==> config.mk <==
export PLATFORM = sky130hd
export DESIGN_NAME = hash_probe_sequencer
export DESIGN_NICKNAME = d
export VERILOG_FILES = /design/src/rtl/hash_probe_sequencer.sv
export SDC_FILE = /design/constraint.sdc
export NUM_CORES = 1
export LEC_CHECK = 0
export CORE_MARGIN = 8
export CORE_UTILIZATION = 43
export CTS_CLUSTER_DIAMETER = 30
export DETAILED_ROUTE_END_ITERATION = 8
export PLACE_DENSITY = 0.88
export SYNTH_ARGS = -nofsm -noshare
export SYNTH_HDL_FRONTEND = slang
export SYNTH_SLANG_ARGS = --single-unit
==> constraint.sdc <==
create_clock -name clk -period 4.62 [get_ports clk]
set_input_delay 0.462 -clock clk [delete_from_list [all_inputs] [get_ports clk]]
set_output_delay 0.462 -clock clk [all_outputs]
set_load 0.005 [all_outputs]
==> src/rtl/hash_probe_sequencer.sv <==
// ============================================================================
// hash_probe_sequencer : drives the hash unit for each hash ID of one VPN and
// streams the truncated bucket indices downstream as tagged candidates.
// Revision: 1.0
// ============================================================================
`default_nettype none

module hash_probe_sequencer #(
  parameter int NUM_HASHES   = 8,
  parameter int INDEX_BITS   = 12,
  parameter int HASH_LATENCY = 1
) (
  input  logic                  clk,
  input  logic                  rst_n,
  input  logic                  req_valid,
  input  logic [44:0]           req_vpn,
  output logic                  req_ready,
  output logic [44:0]           hash_vpn,
  output logic [2:0]            hash_id,
  input  logic [31:0]           hash_in,
  output logic                  cand_valid,
  input  logic                  cand_ready,
  output logic [INDEX_BITS-1:0] cand_index,
  output logic [2:0]            cand_id,
  output logic                  cand_last,
  output logic                  busy
);

  localparam logic [1:0] S_IDLE  = 2'd0;
  localparam logic [1:0] S_ISSUE = 2'd1;
  localparam logic [1:0] S_WAIT  = 2'd2;
  localparam logic [1:0] S_EMIT  = 2'd3;

  localparam logic [2:0] LAST_ID   = 3'(NUM_HASHES - 1);
  localparam logic [1:0] WAIT_INIT = 2'(HASH_LATENCY - 1);

  logic [1:0] r_state;
  logic [1:0] r_wait_cnt;

  always_ff @(posedge clk or negedge rst_n) begin
    if (!rst_n) begin
      r_state    <= S_IDLE;
      r_wait_cnt <= 2'd0;
      hash_vpn   <= 45'd0;
      hash_id    <= 3'd0;
      cand_valid <= 1'b0;
      cand_index <= '0;
      cand_id    <= 3'd0;
      cand_last  <= 1'b0;
    end else begin
      case (r_state)
        S_IDLE: begin
          if (req_valid) begin
            hash_vpn <= req_vpn;
            hash_id  <= 3'd0;
            r_state  <= S_ISSUE;
          end
        end
        S_ISSUE: begin
          r_wait_cnt <= WAIT_INIT;
          r_state    <= S_WAIT;
        end
        S_WAIT: begin
          if (r_wait_cnt == 2'd0) begin
            cand_index <= hash_in[INDEX_BITS-1:0];
            cand_id    <= hash_id;
            cand_last  <= (hash_id == LAST_ID);
            cand_valid <= 1'b1;
            r_state    <= S_EMIT;
          end else begin
            r_wait_cnt <= r_wait_cnt - 2'd1;
          end
        end
        S_EMIT: begin
          // Candidate fields are held untouched until the downstream handshake.
          if (cand_ready) begin
            cand_valid <= 1'b0;
            if (cand_last) begin
              r_state <= S_IDLE;
            end else begin
              hash_id <= hash_id + 3'd1;
              r_state <= S_ISSUE;
            end
          end
        end
        default: r_state <= S_IDLE;
      endcase
    end
  end

  assign req_ready = (r_state == S_IDLE);
  assign busy      = (r_state != S_IDLE);

  generate
    if (INDEX_BITS < 32) begin : g_unused_hash_bits
      logic unused_hash_bits;
      assign unused_hash_bits = ^hash_in[31:INDEX_BITS];
    end
  endgenerate

endmodule

`default_nettype wire

==> results.toml, run 1 <==
[run_status]
outcome = "finished, final reports clean"

[run]
max-cap-violations = 0

[clock_network]
clk_pin_slew_ps = 70
ctsResizeCount = 0
cts.sinks = 69
postCtsSetupBuffers = 0
htreeDepth = 3
clk_latency_ps = 330
numCtsBuffers = 9
cts_root_buf = "clkbuf_8"
cts_tree = "built"
clock_path_buffers = 2
hold_buffers = 0

[cells_and_area]
antenna_cells = 0
final_core_util_pct = 68.9
drive_above_1_share_pct = 25.7
area_growth_pct = 53.7
final_area_um2 = 4400
multi_input_area_um2 = 1030
fillers = 463
nets = 408
fin_cells = 400
regArea_um2 = 1730

[timing]
setup_tns_ps = 0
timing.hold.ws_ps = 196
worst_slack_ps = 2470
tightestPinTransition_ps = 1050
finalHoldViolCount = 0
fin_crit_sh_pct = 46.5
finalSetupViolCount = 0
timing.fmax_mhz = 465
rsz0062_at_grt = "false"
maxSlewViolCount = 0
min_period_ps = 2150
fin_skew_ps = 4.72
slew_headroom_pct = 29.6

[global_route]
grt_pass1_wl_um = 11700
grt_pass1_vias = 2251
overflow = 0
antenna_found_initial = 0
track_usage_pct = 15.2
grt_max_degree = 46

[detailed_routing]
vias_per_cell = 4.90
vias = 1958
detail_route.wl_per_cell_um = 17.5
wl_um = 7010
drtIter0Drc = 37
drtAntennaViolNets = 0
drc = 0
dr.pass1.iters = 4

[synth]
syn_inst = 185
synthDistinctLibCells = 23
ys_ff_latch = 69
syn-num-nets = 275
synth_area_um2 = 2860
ys_seq_area_share_pct = 60.3
syn-mean-instance-area_um2 = 15.5
synth_warnings = 0

[setup_path]
critPathMostFrequentCell = "inv_1"
cp.arrival_ps = 1690
crit_family = "buffers and inverters"
timing.critical_path.slowest_cell_delay_ps = 500
cp_num_buf_inv = 3
cp-start-kind = "register"
cp-end-kind = "output pin"
path_cells = "inv_1, ha_1, inv_1, clkdlybuf4s50_1"
slowest_stage = "clkdlybuf4s50_1"
path_max_fanout = 5
regToRegSetupSlack_ps = 2480
crit_type = "register to output pin"
worstPathRequired_ps = 4160

[placed_design]
globalplace.congestion = 0.740
hpwlAfterDp_um = 5340
io_buffers = 127
dp_cells = 384
dp_slack_ps = 2330
place_area_um2 = 4160

[die]
coreArea_um2 = 6390
die_area_um2 = 9520
die_w_um = 97.6
rows = 29
start_util_pct = 44.8
pin_count = 148
die_h_um = 97.6

[power_and_ir_drop]
ir_drop_v = 0.000423
power_mw = 2.91
p_per_area_nw_per_um2 = 661
p_leak_nw = 1.91

[hold_path]
min_path_type = "input pin to async pin"
cell usage after synthesis, drive strengths merged:
| library cell | count | share of area [%] |
|---|---|---|
| nor2b | 2 | 0.44 |
| nand2 | 8 | 1.1 |
| a22o | 1 | 0.31 |
| mux2 | 61 | 25 |
| dfrtp | 69 | 60 |
| ha | 9 | 3.9 |
| a41oi | 1 | 0.31 |
| a21oi | 2 | 0.48 |
| o21ai | 5 | 0.87 |
| or2 | 1 | 0.22 |
| o2bb2ai | 1 | 0.31 |
| and3 | 1 | 0.22 |
| inv | 7 | 0.92 |
| mux2i | 3 | 1.0 |
| buf | 6 | 2.7 |
| nor2 | 2 | 0.26 |
| nand2b | 4 | 0.87 |
| nor3 | 1 | 0.17 |
| and2 | 1 | 0.31 |
report_power, final:
group	internal, mW	switching [mW]
Sequential	0.891	0.154
Combinational	0.873	0.410
Clock	0.362	0.216
Total	2.13	0.780
path summary, 6_finish.rpt:
path / cells after the start / startpoint / end
max reg2reg: 4 / r_state[0]$_DFFE_PN0P_ / hash_vpn[7]$_DFFE_PN0P_
max: 4 / r_state[0]$_DFFE_PN0P_ / busy
min in group clk: 2 / cand_id[1]$_DFFE_PN0P_ / cand_id[1]$_DFFE_PN0P_
min reg2reg: 2 / cand_id[1]$_DFFE_PN0P_ / cand_id[1]$_DFFE_PN0P_
max in group asynchronous: 2 / rst_n / hash_vpn[38]$_DFFE_PN0P_
min: 1 / rst_n / hash_vpn[20]$_DFFE_PN0P_
layout make-up:
type,count,area share (%)
sequential,69,39.2
clock buffer,13,4.07
tap,77,2.19
clock inverter,3,1.48
timing repair buffer,128,29.0
inverter,7,0.597
multi-input combinational,103,23.5
routing by layer:
metal  up-vias  track usage [%]  share of wire [%]
met2        79             25.5                 50
li1        902                -                  -
met3        14             5.55                7.0
met5         -                0                  0
met1       963             16.7                 40
met4         0             7.23                2.2
registers in the layout (all words and copies together) (netlist names):
name / flops
r_wait_cnt: 2
cand_index: 12
r_state: 2
cand_valid: 1
cand_id: 3
cand_last: 1
hash_id: 3
hash_vpn: 45
logic make-up (layout without fill, tap and decap cells):
logic type,count (synthesis),in the layout,synth area share [%]
AO/OA/AOI/OAI,10,10,2.27
multiplexers,64,64,26.2
adder cells (fa/ha/maj),9,9,3.94
AND/OR/NAND/NOR,20,20,3.63
flip-flops,69,69,60.3
buffers and inverters,13,151,3.59
placed cells by master (no fill, tap or decap), types with 2 or more instances in the layout:
cell type | synthesis | final
clkdlybuf4s50_1 | 0 | 126
ha_1 | 9 | 9
bufinv_16 | 0 | 2
dfrtp_1 | 69 | 69
nand2_1 | 7 | 7
nand2b_1 | 4 | 4
mux2_2 | 52 | 52
nor2b_1 | 2 | 2
mux2_4 | 9 | 9
mux2i_1 | 3 | 3
clkbuf_8 | 0 | 13
o21ai_0 | 5 | 5
nor2_1 | 2 | 2
inv_1 | 7 | 7
(Power assumes the default switching activity.)
==> run 2, diff against run 1 <==
--- a/config.mk
+++ b/config.mk
@@ -6,10 +6,10 @@
 export NUM_CORES = 1
 export LEC_CHECK = 0
 export CORE_MARGIN = 8
-export CORE_UTILIZATION = 43
+export CORE_UTILIZATION = 40
 export CTS_CLUSTER_DIAMETER = 30
 export DETAILED_ROUTE_END_ITERATION = 8
-export PLACE_DENSITY = 0.88
+export PLACE_DENSITY = 0.83
 export SYNTH_ARGS = -nofsm -noshare
 export SYNTH_HDL_FRONTEND = slang
 export SYNTH_SLANG_ARGS = --single-unit
==> constraint.sdc (replaced) <==
create_clock -name clk -period 1.98 [get_ports clk]
set_input_delay 0.198 -clock clk [delete_from_list [all_inputs] [get_ports clk]]
set_output_delay 0.198 -clock clk [all_outputs]
set_load 0.005 [all_outputs]
==> results.toml, run 2 (same netlist as run 1, synthesis figures left out) <==
[setup_path]
timing.critical_path.slowest_cell_delay_ps = 490
worstPathRequired_ps = 1780
critPathMostFrequentCell = "inv_1"
cp_num_buf_inv = 3
crit_type = "register to output pin"
path_max_fanout = 5
crit_family = "buffers and inverters"
cp-end-kind = "output pin"
cp-start-kind = "register"
path_cells = "inv_1, ha_1, inv_1, clkdlybuf4s50_1"
cp.arrival_ps = 1710
slowest_stage = "clkdlybuf4s50_1"

[placed_design]
dp_slack_ps = 334
globalplace.congestion = 0.742
dp_cells = 408
place_area_um2 = 4220
hpwlAfterDp_um = 5430
io_buffers = 127

[run_status]
outcome = "finished, final reports clean"

[timing]
worst_slack_ps = 69.7
fin_skew_ps = 11.8
finalHoldViolCount = 0
maxSlewViolCount = 0
finalSetupViolCount = 0
timing.fmax_mhz = 523
min_period_ps = 1910
fin_crit_sh_pct = 96.5
tightestPinTransition_ps = 806
slew_headroom_pct = 46.3

[clock_network]
cts_root_buf = "clkbuf_8"
htreeDepth = 3
cts_tree = "built"
numCtsBuffers = 9
clock_path_buffers = 2
clk_pin_slew_ps = 80
cts.sinks = 69
clk_latency_ps = 330

[global_route]
grt_pass1_wl_um = 10900
grt_pass1_vias = 2189
track_usage_pct = 14.0
grt_max_degree = 37
antenna_found_initial = 0
overflow = 0

[die]
die_h_um = 101
pin_count = 148
rows = 31
start_util_pct = 40.3
coreArea_um2 = 7100
die_w_um = 101
die_area_um2 = 10100

[cells_and_area]
final_common_cell = "clkdlybuf4s50_1"
final_area_um2 = 4420
fin_cells = 425
drive_above_1_share_pct = 25.5
largest_reg_flops = 45
area_growth_pct = 54.4
layout_common_cells = "126 x clkdlybuf4s50_1, 69 x dfrtp_1, 52 x mux2_2"
largestRegisters = "hash_vpn: 45 flops, cand_index: 12 flops"
nets = 411
largest_register = "hash_vpn"
antenna_cells = 0

[detailed_routing]
drc = 0
wl_um = 6960
vias_per_cell = 4.58
drtIter0Drc = 22
vias = 1948
dr.pass1.iters = 4
drtAntennaViolNets = 0
detail_route.wl_per_cell_um = 16.4

[run]
max-cap-violations = 0

[power_and_ir_drop]
ir_drop_v = 0.000620
p_per_area_nw_per_um2 = 1480
p_leak_nw = 1.90

[hold_path]
min_path_type = "input pin to register"
## run 2: cell count changes in the layout (fill, tap and decap cells not counted), sizes merged
cell	delta
buf	+2
clkinv	+2
bufinv	-1
clkbuf	-1
dlygate4sd3	+1
## run 2: path summary, 6_finish.rpt
kind | startpoint | to | slack [ps] | cells past startpoint
hold / removal | hash_in[2] | cand_index[2]$_DFFE_PN0P_ | 470 | 2
setup reg to reg | r_state[0]$_DFFE_PN0P_ | hash_vpn[40]$_DFFE_PN0P_ | 310 | 5
hold reg to reg | cand_id[2]$_DFFE_PN0P_ | cand_id[2]$_DFFE_PN0P_ | 480 | 2
setup / recovery | r_state[0]$_DFFE_PN0P_ | busy | 70 | 4
min in group asynchronous | rst_n | cand_index[11]$_DFFE_PN0P_ | 480 | 2
max in group asynchronous | rst_n | hash_vpn[44]$_DFFE_PN0P_ | 810 | 3
## run 2: metrics by stage
stage	utilization [%]	total power [mW]	hold slack, ps	TNS, ps
floorplan	-	3.81	-97.6	0
global placement	59.5	5.42	333	0
detailed placement	59.5	5.55	337	0
CTS	62.2	6.66	462	0
global route	62.3	6.97	460	-6.81
finish	62.3	6.53	474	0
## run 2: power breakdown
group | leakage [nW] | internal [mW] | total (mW) | switching (mW)
logic | 0.973 | 2.06 | 3.02 | 0.958
clock network | 0.0943 | 0.582 | 1.08 | 0.497
registers | 0.832 | 2.08 | 2.43 | 0.352
## run 2: repair_timing
item / in CTS / in global routing
endpoints found under the hold margin: 35 / 0
endpoints found under the setup margin: 0 / 1
buffers inserted: 0 / 0
resized for setup: 0 / 1
hold buffers: 1 / 0
## run 2: final cells by class
| type | count | area, um2 |
|---|---|---|
| multi-input cells | 103 | 1030 |
| clock buffers | 12 | 135 |
| well taps | 99 | 124 |
| flip-flops and latches | 69 | 1730 |
| repair buffers | 131 | 1320 |
| fillers | 586 | 2680 |
| clock inverters | 4 | 48.8 |
| inverters | 7 | 26.3 |
## run 2: worst register-to-register path: stages, from the launching register on
cell     delay (ps)
dfrtp_1         440
inv_1           130
ha_1            250
nand2_2         110
buf_12          220
mux2_2          390
## run 2: routing by layer
layer  up-vias  global-route usage (%)  part of all wire [%]
li1        907                       -                     -
met1       956                    15.7                    41
met2        78                    23.9                    51
met3         7                    5.25                   6.7
met4         0                    4.53                  0.82
met5         -                       0                     0
==> run 3, diff against run 2 <==
--- a/config.mk
+++ b/config.mk
@@ -5,6 +5,7 @@
 export SDC_FILE = /design/constraint.sdc
 export NUM_CORES = 1
 export LEC_CHECK = 0
+export CAP_MARGIN = 20
 export CORE_MARGIN = 8
 export CORE_UTILIZATION = 40
 export CTS_CLUSTER_DIAMETER = 30
==> results of run 3 <==
Final layout, timing and power as in run 2 (identical DEF).
